==> config.mk <==
export PLATFORM = sky130hd
export DESIGN_NAME = danger_spawn_scheduler
export DESIGN_NICKNAME = d
export VERILOG_FILES = /design/src/rtl/dino_pkg.sv /design/src/rtl/danger_lfsr.sv /design/src/rtl/danger_spawn_scheduler.sv
export SDC_FILE = /design/constraint.sdc
export NUM_CORES = 1
export LEC_CHECK = 0
export CORE_UTILIZATION = 56
export DETAILED_ROUTE_END_ITERATION = 16
export PLACE_DENSITY = 0.81
export SLEW_MARGIN = 40
export SYNTH_ARGS = -nofsm -noshare
export SYNTH_HDL_FRONTEND = slang
export SYNTH_HIERARCHICAL = 1
export SYNTH_SLANG_ARGS = --single-unit
==> constraint.sdc <==
create_clock -name clk -period 3.1 [get_ports clk]
set_input_delay 0.31 -clock clk [delete_from_list [all_inputs] [get_ports clk]]
set_output_delay 0.31 -clock clk [all_outputs]
set_load 0.005 [all_outputs]
==> src/rtl/dino_pkg.sv <==
// rtl/dino_pkg.sv - shared game constants, state encodings and helpers
package dino_pkg;

  localparam logic [1:0] GS_IDLE = 2'd0;
  localparam logic [1:0] GS_RUN  = 2'd1;
  localparam logic [1:0] GS_OVER = 2'd2;

  localparam int SCREEN_W     = 640;
  localparam int DANGER_SLOTS = 3;
  localparam int NUM_TYPES    = 5;
  localparam int POS_W        = 10;
  localparam int TYPE_W       = 3;
  localparam int GAP_W        = 8;

  typedef enum logic [1:0] {
    S_IDLE,
    S_RUN,
    S_FROZEN
  } sched_state_t;

  // Reserved encoding behaves like OVER so a glitchy game-state never restarts play.
  function automatic sched_state_t decode_gs(input logic [1:0] gs);
    case (gs)
      GS_IDLE: return S_IDLE;
      GS_RUN:  return S_RUN;
      default: return S_FROZEN;
    endcase
  endfunction

  // Fold a 3-bit random draw into 0..n_types-1 with a single subtraction.
  function automatic logic [TYPE_W-1:0] map_type(input logic [TYPE_W-1:0] t, input int n_types);
    if (int'(t) < n_types) return t;
    else return TYPE_W'(int'(t) - n_types);
  endfunction

endpackage

==> src/rtl/danger_lfsr.sv <==
// rtl/danger_lfsr.sv - 16-bit Fibonacci LFSR (taps 16,14,13,11) with advance enable
module danger_lfsr #(
  parameter logic [15:0] SEED  = 16'hACE1,
  parameter int          OUT_W = 16
) (
  input  logic             clk,
  input  logic             rst,
  input  logic             advance,
  output logic [OUT_W-1:0] value
);

  logic [15:0] state_q;
  logic        feedback;

  assign feedback = state_q[15] ^ state_q[13] ^ state_q[12] ^ state_q[10];
  assign value    = state_q[OUT_W-1:0];

  // Shift left one step per enabled cycle; the seed must be nonzero.
  always_ff @(posedge clk or negedge rst) begin
    if (!rst) begin
      state_q <= SEED;
    end else if (advance) begin
      state_q <= {state_q[14:0], feedback};
    end
  end

endmodule

==> src/rtl/danger_spawn_scheduler.sv <==
// rtl/danger_spawn_scheduler.sv - moves, retires and spawns the three obstacle slots per game tick
module danger_spawn_scheduler
  import dino_pkg::*;
#(
  parameter int          SPAWN_X       = dino_pkg::SCREEN_W,
  parameter int          STEP          = 4,
  parameter int          MIN_GAP       = 40,
  parameter int          GAP_RAND_BITS = 6,
  parameter int          NUM_TYPES     = dino_pkg::NUM_TYPES,
  parameter logic [15:0] LFSR_SEED     = 16'hACE1
) (
  input  logic              clk,
  input  logic              rst,
  input  logic              tick,
  input  logic [1:0]        game_state,
  output logic [POS_W-1:0]  danger_pos1,
  output logic [POS_W-1:0]  danger_pos2,
  output logic [POS_W-1:0]  danger_pos3,
  output logic [TYPE_W-1:0] danger_type1,
  output logic [TYPE_W-1:0] danger_type2,
  output logic [TYPE_W-1:0] danger_type3,
  output logic              danger_en1,
  output logic              danger_en2,
  output logic              danger_en3,
  output logic [1:0]        danger_num
);

  localparam int RAND_W = GAP_RAND_BITS + 3;

  sched_state_t            state_q;
  logic [POS_W-1:0]        pos_q  [DANGER_SLOTS];
  logic [TYPE_W-1:0]       type_q [DANGER_SLOTS];
  logic [DANGER_SLOTS-1:0] en_q;
  logic [GAP_W-1:0]        gap_q;
  logic [1:0]              num_q;

  logic [POS_W-1:0]        pos_d  [DANGER_SLOTS];
  logic [TYPE_W-1:0]       type_d [DANGER_SLOTS];
  logic [DANGER_SLOTS-1:0] en_d;
  logic [GAP_W-1:0]        gap_d;
  logic [1:0]              num_d;

  logic [RAND_W-1:0]       lfsr;
  logic [GAP_W-1:0]        gap_rand;
  logic                    lfsr_adv;
  logic                    free_found;
  logic [1:0]              free_idx;

  assign lfsr_adv = (state_q == S_RUN) && tick;

  danger_lfsr #(
    .SEED  (LFSR_SEED),
    .OUT_W (RAND_W)
  ) u_lfsr (
    .clk     (clk),
    .rst     (rst),
    .advance (lfsr_adv),
    .value   (lfsr)
  );

  if (GAP_RAND_BITS == 0) begin : g_fixed_gap
    assign gap_rand = '0;
  end else begin : g_rand_gap
    assign gap_rand = GAP_W'(lfsr[GAP_RAND_BITS+2:3]);
  end

  // Next slot state for one tick, computed entirely from pre-tick values.
  always_comb begin
    pos_d      = pos_q;
    type_d     = type_q;
    en_d       = en_q;
    gap_d      = gap_q;
    free_found = 1'b0;
    free_idx   = '0;
    // Scan high to low so the lowest free slot wins; uses pre-tick en so a
    // slot retiring this tick is not reused until the next one.
    for (int i = DANGER_SLOTS - 1; i >= 0; i--) begin
      if (!en_q[i]) begin
        free_found = 1'b1;
        free_idx   = 2'(i);
      end
    end
    for (int i = 0; i < DANGER_SLOTS; i++) begin
      if (en_q[i]) begin
        if (pos_q[i] < POS_W'(STEP)) begin
          en_d[i]  = 1'b0;
          pos_d[i] = '0;
        end else begin
          pos_d[i] = pos_q[i] - POS_W'(STEP);
        end
      end
    end
    if (gap_q != '0) begin
      gap_d = gap_q - GAP_W'(1);
    end else if (free_found) begin
      // Spawn overrides nothing: the chosen slot was idle, so it was not moved.
      pos_d[free_idx]  = POS_W'(SPAWN_X);
      en_d[free_idx]   = 1'b1;
      type_d[free_idx] = map_type(lfsr[2:0], NUM_TYPES);
      gap_d            = GAP_W'(MIN_GAP) + gap_rand;
    end
    num_d = 2'(en_d[0]) + 2'(en_d[1]) + 2'(en_d[2]);
  end

  // Game-state FSM and all slot registers: clear in idle, step on tick in run, hold when frozen.
  always_ff @(posedge clk or negedge rst) begin
    if (!rst) begin
      state_q <= S_IDLE;
      en_q    <= '0;
      gap_q   <= GAP_W'(MIN_GAP);
      num_q   <= '0;
      for (int i = 0; i < DANGER_SLOTS; i++) begin
        pos_q[i]  <= '0;
        type_q[i] <= '0;
      end
    end else begin
      state_q <= decode_gs(game_state);
      case (state_q)
        S_IDLE: begin
          en_q  <= '0;
          gap_q <= GAP_W'(MIN_GAP);
          num_q <= '0;
          for (int i = 0; i < DANGER_SLOTS; i++) begin
            pos_q[i]  <= '0;
            type_q[i] <= '0;
          end
        end
        S_RUN: begin
          if (tick) begin
            pos_q  <= pos_d;
            type_q <= type_d;
            en_q   <= en_d;
            gap_q  <= gap_d;
            num_q  <= num_d;
          end
        end
        default: begin
        end
      endcase
    end
  end

  assign danger_pos1  = pos_q[0];
  assign danger_pos2  = pos_q[1];
  assign danger_pos3  = pos_q[2];
  assign danger_type1 = type_q[0];
  assign danger_type2 = type_q[1];
  assign danger_type3 = type_q[2];
  assign danger_en1   = en_q[0];
  assign danger_en2   = en_q[1];
  assign danger_en3   = en_q[2];
  assign danger_num   = num_q;

endmodule
==> results of run 1 <==
[sequential cells by signal, indices dropped and copies added, names as in the netlist]
register        cells
state_q             2
danger_pos1        10
u_lfsr/state_q     16
danger_pos3        10
gap_q               8
en_q                3
danger_num          2
danger_type2        3
danger_type1        3
danger_type3        3
danger_pos2        10
[final timing paths]
kind                           startpoint                end  slack (ns)
setup / recovery                 gap_q[0]      danger_num[0]        0.63
hold / removal              game_state[1]         state_q[1]        0.44
setup reg to reg                 gap_q[0]      danger_num[0]        0.63
hold reg to reg            danger_pos3[0]     danger_pos3[0]        0.49
max in group asynchronous             rst           gap_q[5]        2.04
min in group asynchronous             rst  u_lfsr/state_q[8]        0.47
[per-stage QoR]
step	hold WS (ns)	worst slack (ns)
4_1_cts	0.07364	0.6320
5_1_grt	0.4363	0.4340
6_report	0.4384	0.6289
2_1_floorplan	0.01441	0.7478
3_5_place_dp	0.4511	0.6482
3_3_place_gp	0.4329	0.6953
[synth_stat cells (3+ instances only)]
cell type  number  area [µm²]
dfrtp_1        60        1501
o21ai_0        25       125.1
inv_1          23       86.33
a21oi_1        22       110.1
nand2_1        22       82.58
nor2_1         15       56.30
nor3_1         14       70.07
a31oi_1        13       81.33
nand3_1        12       60.06
clkbuf_1       10       37.54
dfstp_2        10       262.8
o22ai_1        10       62.56
buf_4           9       67.56
mux2_4          8       120.1
nand2b_1        8       50.05
mux2_2          7       78.83
ha_1            6       75.07
o2bb2ai_1       6       52.55
and2_1          5       31.28
mux2i_1         5       50.05
nand4b_1        5       43.79
or3_1           5       31.28
a21boi_0        4       30.03
a21o_1          4       30.03
buf_2           4       20.02
nand4_1         4       25.02
nor4_1          4       25.02
a22oi_1         3       22.52
buf_6           3       33.78
nor2b_1         3       18.77
or2_2           3       18.77
xnor2_1         3       26.28
[worst max-delay path, cell delays in order (launching register included)]
cell	delay (ns)
dfrtp_1	0.42
inv_1	0.11
ha_1	0.22
or4b_4	0.54
nor2_1	0.29
o21ai_0	0.17
fa_1	0.53
o21ai_0	0.08
[metal layers]
layer	track usage	routed length [µm]
met1	0.3620	3888
met2	0.4010	4210
met3	0.06712	577
met4	0.07396	63
met5	0	0
[where the power goes]
part | switching, mW | leakage, nW | internal, mW | total, mW
combinational | 0.104 | 0.886 | 0.0829 | 0.187
clock | 0.329 | 0.110 | 0.473 | 0.803
sequential | 0.0478 | 0.933 | 0.951 | 0.998
[logic make-up (layout without fill, tap and decap cells)]
| group | Yosys count | in the layout | share of synthesized area |
|---|---|---|---|
| and+or+nand+nor | 119 | 119 | 0.1815 |
| buffers and inverters | 51 | 97 | 0.06942 |
| muxes | 20 | 20 | 0.06426 |
| xor gates and xnor gates | 4 | 4 | 0.009043 |
| DFF | 70 | 70 | 0.4553 |
| adders and majority gates | 7 | 7 | 0.02454 |
| AOI/OAI and AO/OA | 115 | 115 | 0.1960 |
[timing repair]
| item | in CTS | in global routing |
|---|---|---|
| hold endpoints to repair | 0 | 25 |
| setup buffers | 0 | 0 |
| endpoints found under the setup margin | 0 | 0 |
| hold buffers | 0 | 1 |
[layout make-up]
cell class	instances	area (µm²)	area share
Inverter	23	86.33	0.01888
Tap cell	77	96.34	0.02107
Clock buffer	12	145.1	0.03175
Clock inverter	4	70.07	0.01533
Multi-Input combinational cell	265	1842	0.4028
Timing Repair Buffer	58	568.0	0.1242
Sequential cell	70	1764	0.3859
[layout by cell type (no fill, tap or decap), types with 4 or more instances in the layout]
| cell | netlist | layout |
|---|---|---|
| dfrtp_1 | 60 | 60 |
| clkdlybuf4s50_1 | 0 | 47 |
| o21ai_0 | 25 | 25 |
| inv_1 | 23 | 23 |
| nand2_1 | 22 | 22 |
| a21oi_1 | 22 | 22 |
| nor2_1 | 15 | 15 |
| nor3_1 | 14 | 14 |
| a31oi_1 | 13 | 13 |
| nand3_1 | 12 | 12 |
| o22ai_1 | 10 | 10 |
| clkbuf_8 | 0 | 10 |
| dfstp_2 | 10 | 10 |
| buf_4 | 9 | 9 |
| nand2b_1 | 8 | 8 |
| mux2_4 | 8 | 8 |
| mux2_2 | 7 | 7 |
| o2bb2ai_1 | 6 | 6 |
| ha_1 | 6 | 6 |
| or3_1 | 5 | 5 |
| nand4b_1 | 5 | 5 |
| mux2i_1 | 5 | 5 |
| and2_1 | 5 | 5 |
| nor4_1 | 4 | 4 |
| nand4_1 | 4 | 4 |
| a21o_1 | 4 | 4 |
| a21boi_0 | 4 | 4 |
==> impl_metrics.toml, run 1 <==
[clock_tree]
cts_resized = 0
cts.path.max_buffers = 2
numCtsBuffers = 9
h-tree-depth = 3
tritoncts = "done"
cts.sink_count = 70
clk_root_buffer_cell = "clkbuf_8"
cts.reportedPaths.clkPinSlew_ns = 0.07
clk_latency_ns = 0.34

[setup_path]
end_kind = "flip-flop"
reg2reg_depth = 7
critPathMaxFanout = 9
critical_path_class = "flip-flop to flip-flop"
required_ns = 3.32
cp-start-kind = "flip-flop"
cp.arrival_ns = 2.69

[placed_design]
dp_cells = 492
hpwl_mm = 6.029
place.gp.congestion = 0.8792
numPortBuffers = 48
dpl-instance-area_um2 = 4344

[synthesis]
ys_async_sr_fraction = 1.000
synth-main-ff-cell = "dfrtp_1"
synth_area_per_cell_um2 = 10.04
ys_warn_count = 6
syn-num-nets = 398
synthesis.area_um2 = 3875
ys_ff_latch = 70
postSynthCellCount = 386
yosysSeqAreaShare = 0.4553
yosysUniqueCellTypes = 69
synth_edf_count = 0

[timing]
max_freq_ghz = 0.4047
period_share = 0.7971
rsz0062_at_grt = "no"
slew_headroom = 0.5298
setup_viol = 0
finalMaxSlewViolations = 0
tns_ns = 0
worstMarginPinSlew_ns = 0.6999
fin_crit_ns = 2.471
hold_viol = 0
fin_skew_ns = 0.009955

[drt]
vias = 3220
via_per_inst = 6.326
drc = 0
routed_wl_mm = 8.739
ant_nets = 0
firstDrtPassIters = 5
post_drt_wl_per_cell_um = 17.17
drt_iter0_drc = 171

[finish]
utilization = 0.7000
n_fill_cell = 510
drive_gt1_frac = 0.1458
nets = 439
syn_to_final_growth_pct = 17.99
design_area_um2 = 4572
finalNonFillerCells = 509
antenna_cells = 0

[global_route]
track_usage = 0.2590
grt_pass1_wl_mm = 14.71
antenna_found_initial = 0
overflow = 0
grt_max_degree = 37
grt_pass1_vias = 2992

[run]
max_cap_viol_count = 0

[floorplan]
die_y_um = 85.19
die_area_um2 = 7256
io_pins = 49
coreArea_um2 = 6531
die_w_um = 85.19
initial_core_util = 0.5933
rows = 29

[status]
status = "completed"

[pwr]
vdd_drop_max_uv = 291.0
total_power_mw = 1.988
p_leak_nw = 1.930
power_density_nw_per_um2 = 434.8

[hold_path]
hold_class = "primary input to flip-flop"
hold_path_depth = 1
Note: power is estimated with default switching activity, not from simulation.
==> run 2, diff against run 1 <==
--- a/config.mk
+++ b/config.mk
@@ -5,9 +5,9 @@
 export SDC_FILE = /design/constraint.sdc
 export NUM_CORES = 1
 export LEC_CHECK = 0
-export CORE_UTILIZATION = 56
+export CORE_UTILIZATION = 50
 export DETAILED_ROUTE_END_ITERATION = 16
-export PLACE_DENSITY = 0.81
+export PLACE_DENSITY = 0.76
 export SLEW_MARGIN = 40
 export SYNTH_ARGS = -nofsm -noshare
 export SYNTH_HDL_FRONTEND = slang
==> constraint.sdc (replaced) <==
create_clock -name clk -period 2.2 [get_ports clk]
set_input_delay 0.22 -clock clk [delete_from_list [all_inputs] [get_ports clk]]
set_output_delay 0.22 -clock clk [all_outputs]
set_load 0.005 [all_outputs]
==> impl_metrics.toml, run 2 (synthesis gave the netlist of run 1 again) <==
[floorplan]
initial_core_util = 0.5258
coreArea_um2 = 7370
io_pins = 49
die_y_um = 90.04
die_w_um = 90.04
rows = 31
die_area_um2 = 8106

[setup_path]
cp_slowest_stage_delay_ns = 0.53
cp-startpoint = "gap_q[1]"
cp-start-kind = "flip-flop"
critPathMaxFanout = 5
crit_family = "adder cells"
r2r_start = "gap_q[1]"
reg2reg_depth = 7
cp.arrival_ns = 2.33
critPathBufInv = 1
critical_path_class = "flip-flop to flip-flop"
cpMaxStageDelayCell = "fa_1"
cp_num_cells = 7
end_kind = "flip-flop"
required_ns = 2.44
rr_endpoint = "danger_num[0]"
r2r_setup_slack_ns = 0.11
endpoint = "danger_num[0]"
cp_cell_sequence = "inv_2, ha_4, or4b_4, nor3_4, a21oi_1, fa_1, o21ai_0"

[drt]
firstDrtPassIters = 5
drc = 0
via_per_inst = 5.898
drt_iter0_drc = 200
ant_nets = 0
post_drt_wl_per_cell_um = 16.09
vias = 3232
routed_wl_mm = 8.819

[pwr]
pwr-share-clk = 0.360
power_density_nw_per_um2 = 554.3
combPwrFrac = 0.107
p_sw_frac = 0.2841
p_int_mw = 1.874
switchingPower_mw = 0.7439
p_leak_nw = 2.015
vdd_drop_max_uv = 605.6
seq_power_share = 0.533

[timing]
fin_crit_ns = 2.093
max_freq_ghz = 0.4777
period_share = 0.9516
worstMarginPinSlew_ns = 0.6681
setup_viol = 0
tns_ns = 0
finalMaxSlewViolations = 0
fin_skew_ns = 0.008187
hold_viol = 0
slew_headroom = 0.5512
rsz0062_at_grt = "no"

[finish]
top_register = "u_lfsr/state_q"
design_area_um2 = 4723
final_cell_mix = "dfrtp_1, clkdlybuf4s50_1, buf_4"
largest_reg_flops = 16
drive_gt1_frac = 0.1960
syn_to_final_growth_pct = 21.89
mostFrequentLayoutCell = "dfrtp_1"
antenna_cells = 0
nets = 456

[placed_design]
hpwl_mm = 6.262
numPortBuffers = 48
place.gp.congestion = 0.8523
dpl-instance-area_um2 = 4518

[global_route]
antenna_found_initial = 0
track_usage = 0.2316
overflow = 0
grt_max_degree = 42
grt_pass1_wl_mm = 15.06
grt_pass1_vias = 3116

[hold_path]
hold_class = "primary input to flip-flop"

[clock_tree]
tritoncts = "done"
cts.path.max_buffers = 2
cts.sink_count = 70
cts.reportedPaths.clkPinSlew_ns = 0.08
clk_root_buffer_cell = "clkbuf_8"
h-tree-depth = 3
clk_latency_ns = 0.35
numCtsBuffers = 9

[run]
max_cap_viol_count = 0

[status]
status = "completed"
run 2: cell count changes in the layout (fill, tap and decap cells not counted), moves of 2 or more:
cell	delta
bufinv_16	-2
inv_1	-2
buf_4	+16
clkbuf_1	-2
inv_2	+2
clkinvlp_4	+3
run 2: routing by layer:
layer  vias to the layer above  share of wire  track usage
li1                       1543              -            -
met1                      1566           0.46       0.3208
met2                       114           0.47       0.3562
met3                         9          0.065      0.06007
met4                         0         0.0060      0.07258
met5                         -              0            0
run 2: cell type report:
cell class                 instances  area (µm²)
fill                             605        2646
multi-input combinational        265        1882
sequential                        70        1764
timing repair buffer              75       693.2
clock buffer                       9       123.9
tap                               99       123.9
inverter                          23       86.33
clock inverter                     7       50.05
run 2: worst reg2reg max path, stage by stage (launching register included):
cell	delay [ns]
dfrtp_1	0.41
inv_2	0.10
ha_4	0.15
or4b_4	0.50
nor3_4	0.14
a21oi_1	0.08
fa_1	0.53
o21ai_0	0.07
run 2: stage by stage:
stage | setup slack (ns) | util | total power [mW] | std cells | hold slack [ns]
floorplan | 0.009484 | - | 1.643 | 386 | -0.07559
global placement | 0.09033 | 0.6131 | 1.686 | 530 | 0.2635
detailed placement | 0.06327 | 0.6131 | 1.697 | 530 | 0.2652
CTS | 0.04946 | 0.6380 | 2.637 | 547 | 0.3259
global route | 0.007114 | 0.6409 | 2.743 | 548 | 0.3415
finish | 0.1065 | 0.6409 | 2.618 | 548 | 0.3425
run 2: timing repair:
action	CTS	global route
gates resized for setup	0	3
setup buffers	0	1
endpoints found under the setup margin	0	2
hold buffers	1	0
hold endpoints to repair	15	0
run 2: worst min path at each step:
stage | start | endpoint | slack (ns) | cells after the start
after global placement | rst | danger_pos2[0] | 0.26 | 1
final | game_state[1] | state_q[1] | 0.34 | 1
after global routing | game_state[1] | state_q[1] | 0.34 | 1
after floorplan | rst | danger_num[0] | -0.08 | 0
after detailed placement | rst | danger_pos2[0] | 0.27 | 1
after CTS | game_state[1] | state_q[1] | 0.33 | 1
run 2: power by group through the flow:
stage | logic (mW) | registers, mW | clock network, mW
after global routing | 0.315 | 1.40 | 1.02
after CTS | 0.282 | 1.39 | 0.962
after global placement | 0.270 | 1.42 | 0
after floorplan | 0.253 | 1.39 | 0
after detailed placement | 0.279 | 1.42 | 0
final | 0.280 | 1.39 | 0.943
